<file path="config.mk">
export PLATFORM = sky130hd
export DESIGN_NAME = bit_scan_encoder_flat
export DESIGN_NICKNAME = d
export VERILOG_FILES = /design/src/rtl/bit_scan_encoder_pkg.sv /design/src/rtl/bit_scan_encoder_if.sv /design/src/rtl/bit_scan_encoder_prio_enc.sv /design/src/rtl/bit_scan_encoder.sv /design/src/flat_wrapper.sv
export SDC_FILE = /design/constraint.sdc
export NUM_CORES = 1
export LEC_CHECK = 0
export ABC_AREA = 1
export ABC_CLOCK_PERIOD_IN_PS = 3600
export CAP_MARGIN = 25
export CORE_UTILIZATION = 54
export CTS_BUF_LIST = sky130_fd_sc_hd__clkbuf_2 sky130_fd_sc_hd__clkbuf_4 sky130_fd_sc_hd__clkbuf_8
export DETAILED_ROUTE_END_ITERATION = 10
export GPL_TIMING_DRIVEN = 1
export PLACE_DENSITY_LB_ADDON = 0.12
export RECOVER_POWER = 25
export SLEW_MARGIN = 20
export SYNTH_ARGS = -nofsm -noshare
export SYNTH_HDL_FRONTEND = slang
export SYNTH_HIERARCHICAL = 1
export SYNTH_SLANG_ARGS = --single-unit
</file>
<file path="constraint.sdc">
create_clock -name clk -period 3.6 [get_ports clk]
set_input_delay 0.72 -clock clk [delete_from_list [all_inputs] [get_ports clk]]
set_output_delay 0.72 -clock clk [all_outputs]
set_load 0.03 [all_outputs]
</file>
<file path="src/rtl/bit_scan_encoder_pkg.sv">
`default_nettype none
// ============================================================================
// Module      : bit_scan_pkg
// Description : Shared types and helpers for the bit_scan_encoder block:
//               scan state encoding and a population-count function.
// Revision    : 1.0 - initial release
// ============================================================================
package bit_scan_pkg;

   // Two-state scan controller, explicit one-bit encoding
   typedef enum logic [0:0] {
      IDLE = 1'b0,
      SCAN = 1'b1
   } state_t;

   // Widest request vector the popcount helper handles; callers zero-extend
   // their N-bit vector to this width so one function serves every N.
   localparam int C_POP_MAX_W = 256;

   function automatic int unsigned popcount(input logic [C_POP_MAX_W-1:0] v);
      int unsigned c;
      c = 0;
      for (int i = 0; i < C_POP_MAX_W; i++) begin
         c = c + 32'(v[i]);
      end
      return c;
   endfunction

endpackage
`default_nettype wire

</file>
<file path="src/rtl/bit_scan_encoder_if.sv">
`default_nettype none
// ============================================================================
// Module      : bit_scan_encoder_if
// Description : Request-in / index-out handshake bundle of bit_scan_encoder.
//               slave = the encoder, master = upstream producer plus
//               downstream consumer.
// Revision    : 1.0 - initial release
// ============================================================================
interface bit_scan_encoder_if #(
   parameter int N = 8
);
   localparam int W = $clog2(N);

   logic          in_valid;
   logic          in_ready;
   logic [N-1:0]  in_vec;
   logic          out_valid;
   logic          out_ready;
   logic [W-1:0]  out_idx;
   logic          out_last;
   logic          out_none;
   logic [W:0]    out_cnt;

   modport slave (
      input  in_valid, in_vec, out_ready,
      output in_ready, out_valid, out_idx, out_last, out_none, out_cnt
   );

   modport master (
      output in_valid, in_vec, out_ready,
      input  in_ready, out_valid, out_idx, out_last, out_none, out_cnt
   );

endinterface
`default_nettype wire

</file>
<file path="src/rtl/bit_scan_encoder_prio_enc.sv">
`default_nettype none
// ============================================================================
// Module      : prio_enc
// Description : Combinational N-input priority encoder. Reports the index of
//               the winning set bit, whether any bit is set, and a one-hot
//               mask of the winner. idx is 0 when nothing is set.
// Revision    : 1.0 - initial release
// ============================================================================
module prio_enc #(
   parameter int N         = 8,
   parameter bit MSB_FIRST = 1'b0,
   localparam int W        = $clog2(N)
) (
   input  wire logic [N-1:0] vec,
   output logic      [W-1:0] idx,
   output logic              found,
   output logic      [N-1:0] onehot_sel
);

   generate
      if (MSB_FIRST) begin : g_msb_first
         // Scan upward so the highest set bit is the last one written
         always_comb begin
            idx        = '0;
            found      = 1'b0;
            onehot_sel = '0;
            for (int i = 0; i < N; i++) begin
               if (vec[i]) begin
                  idx        = W'(i);
                  found      = 1'b1;
                  onehot_sel = '0;
                  onehot_sel[i] = 1'b1;
               end
            end
         end
      end else begin : g_lsb_first
         // Scan downward so the lowest set bit is the last one written
         always_comb begin
            idx        = '0;
            found      = 1'b0;
            onehot_sel = '0;
            for (int i = N - 1; i >= 0; i--) begin
               if (vec[i]) begin
                  idx        = W'(i);
                  found      = 1'b1;
                  onehot_sel = '0;
                  onehot_sel[i] = 1'b1;
               end
            end
         end
      end
   endgenerate

endmodule
`default_nettype wire

</file>
<file path="src/rtl/bit_scan_encoder.sv">
`default_nettype none
// ============================================================================
// Module      : bit_scan_encoder
// Description : Accepts an N-bit request vector and emits the binary index of
//               each set bit, one beat per bit, in fixed priority order. An
//               all-zero vector produces a single out_none beat. A new vector
//               can be taken on the final beat of the previous one, so
//               consecutive vectors stream without a bubble.
//               Note: in_ready depends combinationally on out_ready.
// Revision    : 1.0 - initial release
// ============================================================================
module bit_scan_encoder
   import bit_scan_pkg::*;
#(
   parameter int N         = 8,   // must match the interface parameter
   parameter bit MSB_FIRST = 1'b0,
   localparam int W        = $clog2(N)
) (
   input  wire logic            clk,
   input  wire logic            rst,
   bit_scan_encoder_if.slave    bus
);

   state_t              r_state, w_state_nxt;
   logic [N-1:0]        r_vec,   w_vec_nxt;
   logic [W:0]          r_cnt,   w_cnt_nxt;
   logic                r_none,  w_none_nxt;

   logic [W-1:0]        w_idx;
   logic                w_found;
   logic [N-1:0]        w_sel;
   logic                w_single;
   logic                w_last;
   logic                w_out_valid;
   logic                w_in_ready;
   logic                w_accept;
   logic                w_beat;
   logic [C_POP_MAX_W-1:0] w_ext;
   logic [W:0]          w_cnt_in;

   prio_enc #(
      .N         (N),
      .MSB_FIRST (MSB_FIRST)
   ) u_prio_enc (
      .vec        (r_vec),
      .idx        (w_idx),
      .found      (w_found),
      .onehot_sel (w_sel)
   );

   // Zero-extend the incoming vector for the shared popcount helper
   always_comb begin
      w_ext        = '0;
      w_ext[N-1:0] = bus.in_vec;
      w_cnt_in     = (W+1)'(popcount(w_ext));
   end

   assign w_single    = w_found && ((r_vec & (r_vec - N'(1))) == '0);
   assign w_last      = w_single || r_none;
   assign w_out_valid = !rst && (r_state == SCAN);
   assign w_in_ready  = !rst && ((r_state == IDLE) ||
                                 ((r_state == SCAN) && w_last && bus.out_ready));
   assign w_accept    = bus.in_valid && w_in_ready;
   assign w_beat      = w_out_valid && bus.out_ready;

   assign bus.out_valid = w_out_valid;
   assign bus.in_ready  = w_in_ready;
   assign bus.out_idx   = w_idx;
   assign bus.out_last  = w_last;
   assign bus.out_none  = r_none;
   assign bus.out_cnt   = r_cnt;

   // Next-state logic: retire the current bit on a beat; a new acceptance
   // (possible on the final beat) overrides and keeps the FSM in SCAN
   always_comb begin
      w_state_nxt = r_state;
      w_vec_nxt   = r_vec;
      w_cnt_nxt   = r_cnt;
      w_none_nxt  = r_none;
      if (w_beat) begin
         w_vec_nxt = r_vec & ~w_sel;
         if (w_last) begin
            w_state_nxt = IDLE;
         end
      end
      if (w_accept) begin
         w_vec_nxt   = bus.in_vec;
         w_cnt_nxt   = w_cnt_in;
         w_none_nxt  = (bus.in_vec == '0);
         w_state_nxt = SCAN;
      end
   end

   // State and scan registers with synchronous reset
   always_ff @(posedge clk) begin
      if (rst) begin
         r_state <= IDLE;
         r_vec   <= '0;
         r_cnt   <= '0;
         r_none  <= 1'b0;
      end else begin
         r_state <= w_state_nxt;
         r_vec   <= w_vec_nxt;
         r_cnt   <= w_cnt_nxt;
         r_none  <= w_none_nxt;
      end
   end

endmodule
`default_nettype wire

</file>
<file path="src/flat_wrapper.sv">
// flat-port wrapper written by rule: the top's interface ports become plain ports
module bit_scan_encoder_flat import bit_scan_pkg::*;
#(
   parameter int N         = 8,                                        
   parameter bit MSB_FIRST = 1'b0,
   localparam int W        = $clog2(N)
)
  (clk, rst, bus_in_valid, bus_in_vec, bus_out_ready, bus_in_ready, bus_out_valid, bus_out_idx, bus_out_last, bus_out_none, bus_out_cnt);
  bit_scan_encoder_if #(.N(N)) bus_i ();
  input  wire logic clk;
  input  wire logic rst;
  input wire logic [$bits(bus_i.in_valid)-1:0] bus_in_valid;
  input wire logic [$bits(bus_i.in_vec)-1:0] bus_in_vec;
  input wire logic [$bits(bus_i.out_ready)-1:0] bus_out_ready;
  output wire logic [$bits(bus_i.in_ready)-1:0] bus_in_ready;
  output wire logic [$bits(bus_i.out_valid)-1:0] bus_out_valid;
  output wire logic [$bits(bus_i.out_idx)-1:0] bus_out_idx;
  output wire logic [$bits(bus_i.out_last)-1:0] bus_out_last;
  output wire logic [$bits(bus_i.out_none)-1:0] bus_out_none;
  output wire logic [$bits(bus_i.out_cnt)-1:0] bus_out_cnt;
  assign bus_i.in_valid = bus_in_valid;
  assign bus_i.in_vec = bus_in_vec;
  assign bus_i.out_ready = bus_out_ready;
  assign bus_in_ready = bus_i.in_ready;
  assign bus_out_valid = bus_i.out_valid;
  assign bus_out_idx = bus_i.out_idx;
  assign bus_out_last = bus_i.out_last;
  assign bus_out_none = bus_i.out_none;
  assign bus_out_cnt = bus_i.out_cnt;
  bit_scan_encoder #(.N(N), .MSB_FIRST(MSB_FIRST)) u_core (.clk(clk), .rst(rst), .bus(bus_i));
endmodule
</file>
==> metrics.md, run 1 <==
| Metric | Value |
|---|---|
| Status | `completed` |
| Final hold vios | `0` |
| Peak VDD IR | `between 0.2 and 0.3 mV` |
| DR iter-0 viols | `36` |
| Power density cells | `around 370 mW/mm²` |
| Critical path startpoint category | `input pin` |
| Nets | `225` |
| Synth cell types | `27` |
| Largest cells by area after synthesis | `dfxtp_1, nand2_1, inv_1` |
| Fillers | `~170` |
| Post-CTS setup buffer count | `0` |
| TritonRoute pass-1 iters | `4` |
| Initial antenna violation count | `0` |
| H-tree depth | `1` |
| Worst R2R Setup Slack | `~1400 ps` |
| Reg2reg end | `u_core/bus.out_cnt[1]` |
| Height of the die | `slightly below 50 µm` |
| Skew final | `about 5.1 ps` |
| Mapped Area | `about 0.0012 mm²` |
| Top-Level Pins | `23` |
| HPWL after DPL | `between 2000 and 2500 µm` |
| Grt ovf | `0` |
| Final min period | `around 3400 ps` |
| DR vias/cell | `approximately 5.3` |
| RSZ-0062 raised after global routing | `no` |
| P&R area growth vs syn | `22.07%` |
| ANT nets after route | `0` |
| Worst Setup End Kind | `register` |
| Slowest stage delay, CP | `between 500 and 600 ps` |
| Class of the most critical hold timing path | `reg -> reg` |
| Top cell type's share of synthesized area | `0.2321` |
| Setup CP Type | `in -> reg` |
| Wire length on met2 | `approximately 1400 µm` |
| FMAX | `roughly 0.29 GHz` |
| # DRC | `0` |
| Total Routing Usage GR | `0.2405` |
| Synthesized instance count | `183` |
| R2R depth | `15` |
| CP max-delay cell | `fa_1` |
| Final setup TNS | `0 ps` |
| First-pass GRT wire length | `between 4000 and 5000 µm` |
| I/O Buffers | `22` |
| Max layer used | `met4` |
| CP required | `roughly 3800 ps` |
| Max_cap viols | `0` |
| Most used DFF post-synth | `dfxtp_1` |
| Buf/Inv on CP | `5` |
| Routed wire length per instance | `11.60 µm` |
| Clk Latency, worst-skew pair | `~280 ps` |
| Worst R2R Start | `u_core/r_vec[7]` |
| Largest area contributor in the netlist | `dfxtp_1` |
| CTS tree | `yes` |
| Post-Route WL | `approximately 2700 µm` |
| WHS Endpoint | `u_core/bus.out_cnt[1]` |
| Num Clock Sinks | `14` |
| CP delay by family, top | `adder cells` |
| HP Start | `u_core/bus.out_cnt[1]` |
| Die ar. | `approximately 0.0024 mm²` |
| Vias | `approximately 1200` |
| Least-Margin Pin Slew | `375.6 ps` |
| Avg Synthesized Cell Area | `between 6 and 7 µm²` |
| CTS Buffer Depth | `2` |
| Vias in the first global route | `1113` |
| CTS Hold Bufs | `0` |
| FP Rows | `16` |
| Core ar. | `just over 0.002 mm²` |
| Ys async rst share | `0` |
| Share of layout cells above drive strength 1 | `0.1078` |
| Wl on met1 | `around 1200 µm` |
| Crit path cell chain | `clkdlybuf4s50_1, fa_1, inv_1, fa_1, fa_1, inv_1, ha_1, inv_1, fa_1, xnor2_1, o21ai_1, inv_1` |
| Chip width | `49.29 µm` |
| Slew headroom | `0.7488` |
| Initial core utilization | `0.5972` |
| Clock Tree Root | `clkbuf_4` |
| Synthesized flop and latch total | `14` |
| Largest net degree at the start of global routing | `25` |
| GP Congestion | `between 0.8 and 0.9` |
| Ant. Diodes | `0` |
| Inserted Clock Buffers | `3` |
| Worst hold stages | `2` |
| Pwr Total | `about 0.00055 W` |
| CTS resizes | `0` |
| Post-synthesis sequential area ratio | `0.2321` |
| Synthesis warning total | `6` |
| Number of flops mapped to enable cells by yosys | `0` |
| Synth cell count leaders | `nand2_1, inv_1, nand3_1` |
| Met3 wire length | `about 87 µm` |
| Leak pwr | `approximately 0.73 nW` |
| Crit share post-route | `0.9542` |
| Worst Path Arrival | `3610 ps` |
| Most instantiated library cell after synthesis | `nand2_1` |
| Reg clk slew, reported paths | `~90 ps` |
| Final setup violation count | `0` |
| Syn nets | `approximately 200` |
| Crit-path max FO | `2` |
| Slew Viols, Final | `0` |
## area by class of cell
| cell class | instances | area [µm²] | area share |
|---|---|---|---|
| clock buffer | 4 | 36.28 | 0.02462 |
| sequential | 14 | 280.3 | 0.1902 |
| tap | 27 | 33.78 | 0.02292 |
| multi-input combinational | 128 | 758.2 | 0.5144 |
| inverter | 34 | 127.6 | 0.08659 |
| timing repair buffer | 24 | 237.7 | 0.1613 |
## state kept, by name, indices dropped and copies added, names as in the netlist
signal               flops
u_core/bus.out_none      1
u_core/r_vec             8
u_core/bus.out_cnt       4
u_core/r_state           1
## worst max-delay path by stage
stage	from	to	slack (ps)	depth (start not counted)
finish	bus_in_vec[1]	u_core/bus.out_cnt[2]	160	12
global route	bus_in_vec[1]	u_core/bus.out_cnt[2]	6	12
CTS	bus_in_vec[0]	u_core/bus.out_cnt[2]	140	12
detailed placement	bus_in_vec[0]	u_core/bus.out_cnt[2]	-150	12
global placement	bus_in_vec[0]	u_core/bus.out_cnt[2]	-100	12
floorplan	bus_in_vec[0]	u_core/bus.out_cnt[2]	430	11
## per-stage QoR
stage	hold WS, ps	std cells	util	cell area, µm²	setup slack (ps)
6_report	463.8	231	0.7290	1474	164.9
2_1_floorplan	496.0	183	-	1207	427.1
5_1_grt	493.1	231	0.7290	1474	6.019
3_3_place_gp	453.2	227	0.7098	1435	-100.4
3_5_place_dp	457.4	227	0.7098	1435	-153.0
4_1_cts	470.9	231	0.7277	1471	136.3
## report_power, final
group | internal, W | switching (W) | leakage, nW
Combinational | 0.000103 | 0.000148 | 0.590
Sequential | 0.000169 | 0.0000177 | 0.115
Clock | 0.0000615 | 0.0000530 | 0.0210
## tightest hold or removal path: cells and delay by family (launching register included)
| family | cells | cell delay, ps |
|---|---|---|
| simple gates | 1 | 60 |
| flops | 1 | 310 |
| compound gates | 1 | 50 |
## cell usage in the layout (no fill, tap or decap), types with 2 or more instances in the layout
cell type         n
nand2_1          45
inv_1            32
clkdlybuf4s50_1  16
nand3_1          15
dfxtp_1          14
nor2_1           12
a21oi_1          10
nand4_1           9
nand3b_1          7
a21oi_2           6
dlygate4sd3_1     5
fa_1              4
ha_1              4
clkbuf_4          3
o21ai_1           3
nor2_4            3
or2_1             2
nand2_2           2
buf_4             2
## layer usage
layer	vias up	global-route usage
met4	0	0.07843
met1	567	0.2687
met2	28	0.4566
li1	621	-
met5	-	0
met3	2	0.03427
## logic make-up after synthesis
kind of cell / synth area share
AOI/OAI and AO/OA: 0.09741
and+or+nand+nor: 0.4155
xor gates and xnor gates: 0.007255
buffers and inverters: 0.1399
DFF: 0.2321
adders and majority gates: 0.1078
(Power assumes the default switching activity.)
==> run 2: changes to the inputs <==
--- a/config.mk
+++ b/config.mk
@@ -8,8 +8,10 @@
 export ABC_AREA = 1
 export ABC_CLOCK_PERIOD_IN_PS = 3600
 export CAP_MARGIN = 25
+export CORE_MARGIN = 8
 export CORE_UTILIZATION = 54
 export CTS_BUF_LIST = sky130_fd_sc_hd__clkbuf_2 sky130_fd_sc_hd__clkbuf_4 sky130_fd_sc_hd__clkbuf_8
+export CTS_CLUSTER_SIZE = 24
 export DETAILED_ROUTE_END_ITERATION = 10
 export GPL_TIMING_DRIVEN = 1
 export PLACE_DENSITY_LB_ADDON = 0.12
==> run 2 against run 1 <==
- sequential power is essentially flat
- routed wire length up 3.2%
- utilization down 5.0 points
- register-to-register slack worse by 40 ps
- power shrank 0.68%
- non-clock buffer count unchanged
- sequential share of layout area barely moved
- worst setup slack lost 5.9 ps
- final cell count grew 0.43%
- first-iteration DRC count increased by 75%
==> metrics.md, run 2 (synthesized netlist as in run 1, its figures left out) <==
| Metric | Value |
|---|---|
| Leak pwr | `0.7173 nW (-1.3%)` |
| Largest Register | `u_core/r_vec` |
| Crit path cell chain | `clkdlybuf4s50_1, fa_1, inv_1, fa_1, fa_1, inv_1, ha_1, inv_1, fa_1, xnor2_1, o21ai_1, inv_1` |
| Clock power share | `0.203 (-0.005)` |
| FMAX | `0.2906 GHz (-0.17%)` |
| ANT nets after route | `0 (unchanged)` |
| Height of the die | `63.29 µm (+28%)` |
| Final setup violation count | `0 (unchanged)` |
| Total Routing Usage GR | `0.1403 (-0.1002)` |
| Power density cells | `371.5 mW/mm² (-0.59%)` |
| # DRC | `0 (unchanged)` |
| Chip width | `63.29 µm (+28%)` |
| Largest register FFs | `8 (unchanged)` |
| Ant. Diodes | `0 (unchanged)` |
| Post-Route WL | `2766 µm (+3.2%)` |
| CP max-delay cell | `fa_1` |
| Max_cap viols | `0 (unchanged)` |
| Internal Power | `0.0003327 W (about the same)` |
| Share of layout cells above drive strength 1 | `0.1078 (unchanged)` |
| Worst R2R Start | `u_core/r_vec[7]` |
| Critical path startpoint category | `input pin` |
| Skew final | `0.8888 ps (-4.247 ps)` |
| Commonest non-fill, non-tap cell in the layout | `nand2_1` |
| RSZ-0062 raised after global routing | `no` |
| Crit share post-route | `0.9558 (+0.001635)` |
| Inserted Clock Buffers | `3 (unchanged)` |
| Routed wire length per instance | `11.92 µm (+2.8%)` |
| TritonRoute pass-1 iters | `4 (unchanged)` |
| Largest net degree at the start of global routing | `25 (unchanged)` |
| CP Depth | `12 (unchanged)` |
| GP Congestion | `0.8320 (+2.6%)` |
| Slew headroom | `0.7451 (-0.003736)` |
| Final min period | `3441 ps (+5.885 ps)` |
| Sw power | `0.0002144 W (-1.7%)` |
| Initial core utilization | `0.5565 (-0.04064)` |
| R2R depth | `15 (unchanged)` |
| Placed standard-cell area | `0.001436 mm² (about the same)` |
| Comb pwr share | `0.455 (about the same)` |
| CP required | `3770 ps (about the same)` |
| CP delay by family, top | `adder cells` |
| CTS Buffer Depth | `2 (unchanged)` |
| Num Clock Sinks | `14 (unchanged)` |
| Reg2reg end | `u_core/bus.out_cnt[3]` |
| Setup CP Type | `in -> reg` |
| Vias | `1162 (-4.6%)` |
| Worst R2R Setup Slack | `1370 ps (-40 ps)` |
| Core ar. | `0.002170 mm² (+7.3%)` |
| HPWL after DPL | `2193 µm (+5.2%)` |
| Max layer used | `met4` |
| Vias in the first global route | `1133 (+1.8%)` |
| Clock Tree Root | `clkbuf_4` |
| Sequential power share | `0.343 (+0.005)` |
| CTS Hold Bufs | `0 (unchanged)` |
| Least-Margin Pin Slew | `381.2 ps (+5.586 ps)` |
| Sw frac | `0.3919 (-0.004074)` |
| Slew Viols, Final | `0 (unchanged)` |
| Top-Level Pins | `23 (unchanged)` |
| Most frequent cells in the layout | `nand2_1, inv_1, clkdlybuf4s50_1, nand3_1, dfxtp_1` |
| Wl on met1 | `1286 µm (+9.4%)` |
| Worst Setup End Kind | `register` |
| Final Worst Setup Slack | `159.0 ps (-5.885 ps)` |
| DR iter-0 viols | `63 (+75%)` |
| Met3 wire length | `115 µm (+32%)` |
| I/O Buffers | `22 (unchanged)` |
| Slowest stage delay, CP | `540 ps (+20 ps)` |
| Worst Path Arrival | `3610 ps (about the same)` |
| DR vias/cell | `5.009 (-5.0%)` |
| CTS tree | `yes` |
| Design area | `0.001473 mm² (about the same)` |
| Clk Latency, worst-skew pair | `270 ps (about the same)` |
| First-pass GRT wire length | `4809 µm (+5.0%)` |
| Die ar. | `0.004005 mm² (+65%)` |
| Nets | `225 (unchanged)` |
| Setup Slack @ Placement | `-152.9 ps (+0.05100 ps)` |
| Grt ovf | `0 (unchanged)` |
| Hold Slack | `474.9 ps (+11.10 ps)` |
| Reg clk slew, reported paths | `80 ps (about the same)` |
| FP Rows | `17 (+1)` |
| Status | `completed` |
| CP Capture Point | `u_core/bus.out_cnt[2]` |
| Class of the most critical hold timing path | `reg -> reg` |
| Worst Setup SP | `bus_in_vec[0]` |
| Peak VDD IR | `0.3306 mV (+28%)` |
| Buf/Inv on CP | `5 (unchanged)` |
| P&R area growth vs syn | `21.97% (about the same)` |
| Wire length on met2 | `1336 µm (-4.6%)` |
| Initial antenna violation count | `0 (unchanged)` |
| H-tree depth | `1 (unchanged)` |
| Crit-path max FO | `2 (unchanged)` |
| Final hold vios | `0 (unchanged)` |
==> run 2: cell count changes in the layout (fill, tap and decap cells not counted) <==
cell and delta:
dlymetal6s2s_1 -1, clkdlybuf4s50_1 +1
==> run 2: layer usage <==
metal  vias to the layer above  track usage
met4                         0      0.04735
met5                         -            0
li1                        621            -
met3                         4      0.03534
met1                       514       0.1592
met2                        23       0.2484
==> run 2: layout make-up <==
type                       instances  area (µm²)
tap                               28       35.03
multi-input combinational        128       758.2
clock buffer                       4       36.28
sequential                        14       280.3
timing repair buffer              24       235.2
inverter                          34       127.6
fill                             183       696.9
==> run 2: stage by stage <==
stage	utilization	instances	TNS, ps	power (W)
after global placement	0.6621	228	-171.4	0.0004353
after global routing	0.6788	232	0	0.0005884
final	0.6788	232	0	0.0005471
after CTS	0.6788	232	0	0.0005538
after floorplan	-	183	0	0.0003644
after detailed placement	0.6621	228	-252.9	0.0004414
==> run 2: power groups by stage <==
stage	clock network (W)	registers [W]	logic (W)
after floorplan	0	0.000199	0.000166
after global placement	0	0.000190	0.000245
after detailed placement	0	0.000191	0.000250
after CTS	0.000114	0.000188	0.000252
after global routing	0.000119	0.000190	0.000279
final	0.000111	0.000187	0.000249
==> run 2: how the worst min path moves through the flow <==
stage | startpoint | end | slack (ps) | cells past startpoint
2_1_floorplan | u_core/r_vec[6] | u_core/r_vec[6] | 500 | 2
3_3_place_gp | u_core/bus.out_cnt[3] | u_core/bus.out_cnt[3] | 460 | 2
3_5_place_dp | u_core/bus.out_cnt[1] | u_core/bus.out_cnt[1] | 460 | 2
4_1_cts | u_core/bus.out_cnt[1] | u_core/bus.out_cnt[1] | 480 | 2
5_1_grt | u_core/bus.out_cnt[1] | u_core/bus.out_cnt[1] | 490 | 2
6_report | u_core/bus.out_cnt[0] | u_core/bus.out_cnt[0] | 470 | 2
==> run 2: repair_timing <==
item | 4_1_cts | 5_1_grt
endpoints found under the setup margin | 0 | 1
setup buffers | 0 | 0
hold endpoints to repair | 0 | 0
gates resized for setup | 0 | 0
==> run 2: worst reg2reg max path, stage by stage, from the launching register on <==
cell	delay (ps)
dfxtp_1	420
or2_1	160
clkinv_1	90
nand4_1	80
inv_1	50
a21oi_1	110
nand2_1	60
nor2_1	80
nand3_1	100
nand2_1	100
nand2_1	70
nand2_2	190
nand3_4	260
inv_1	180
nand2_1	60
a21oi_1	150
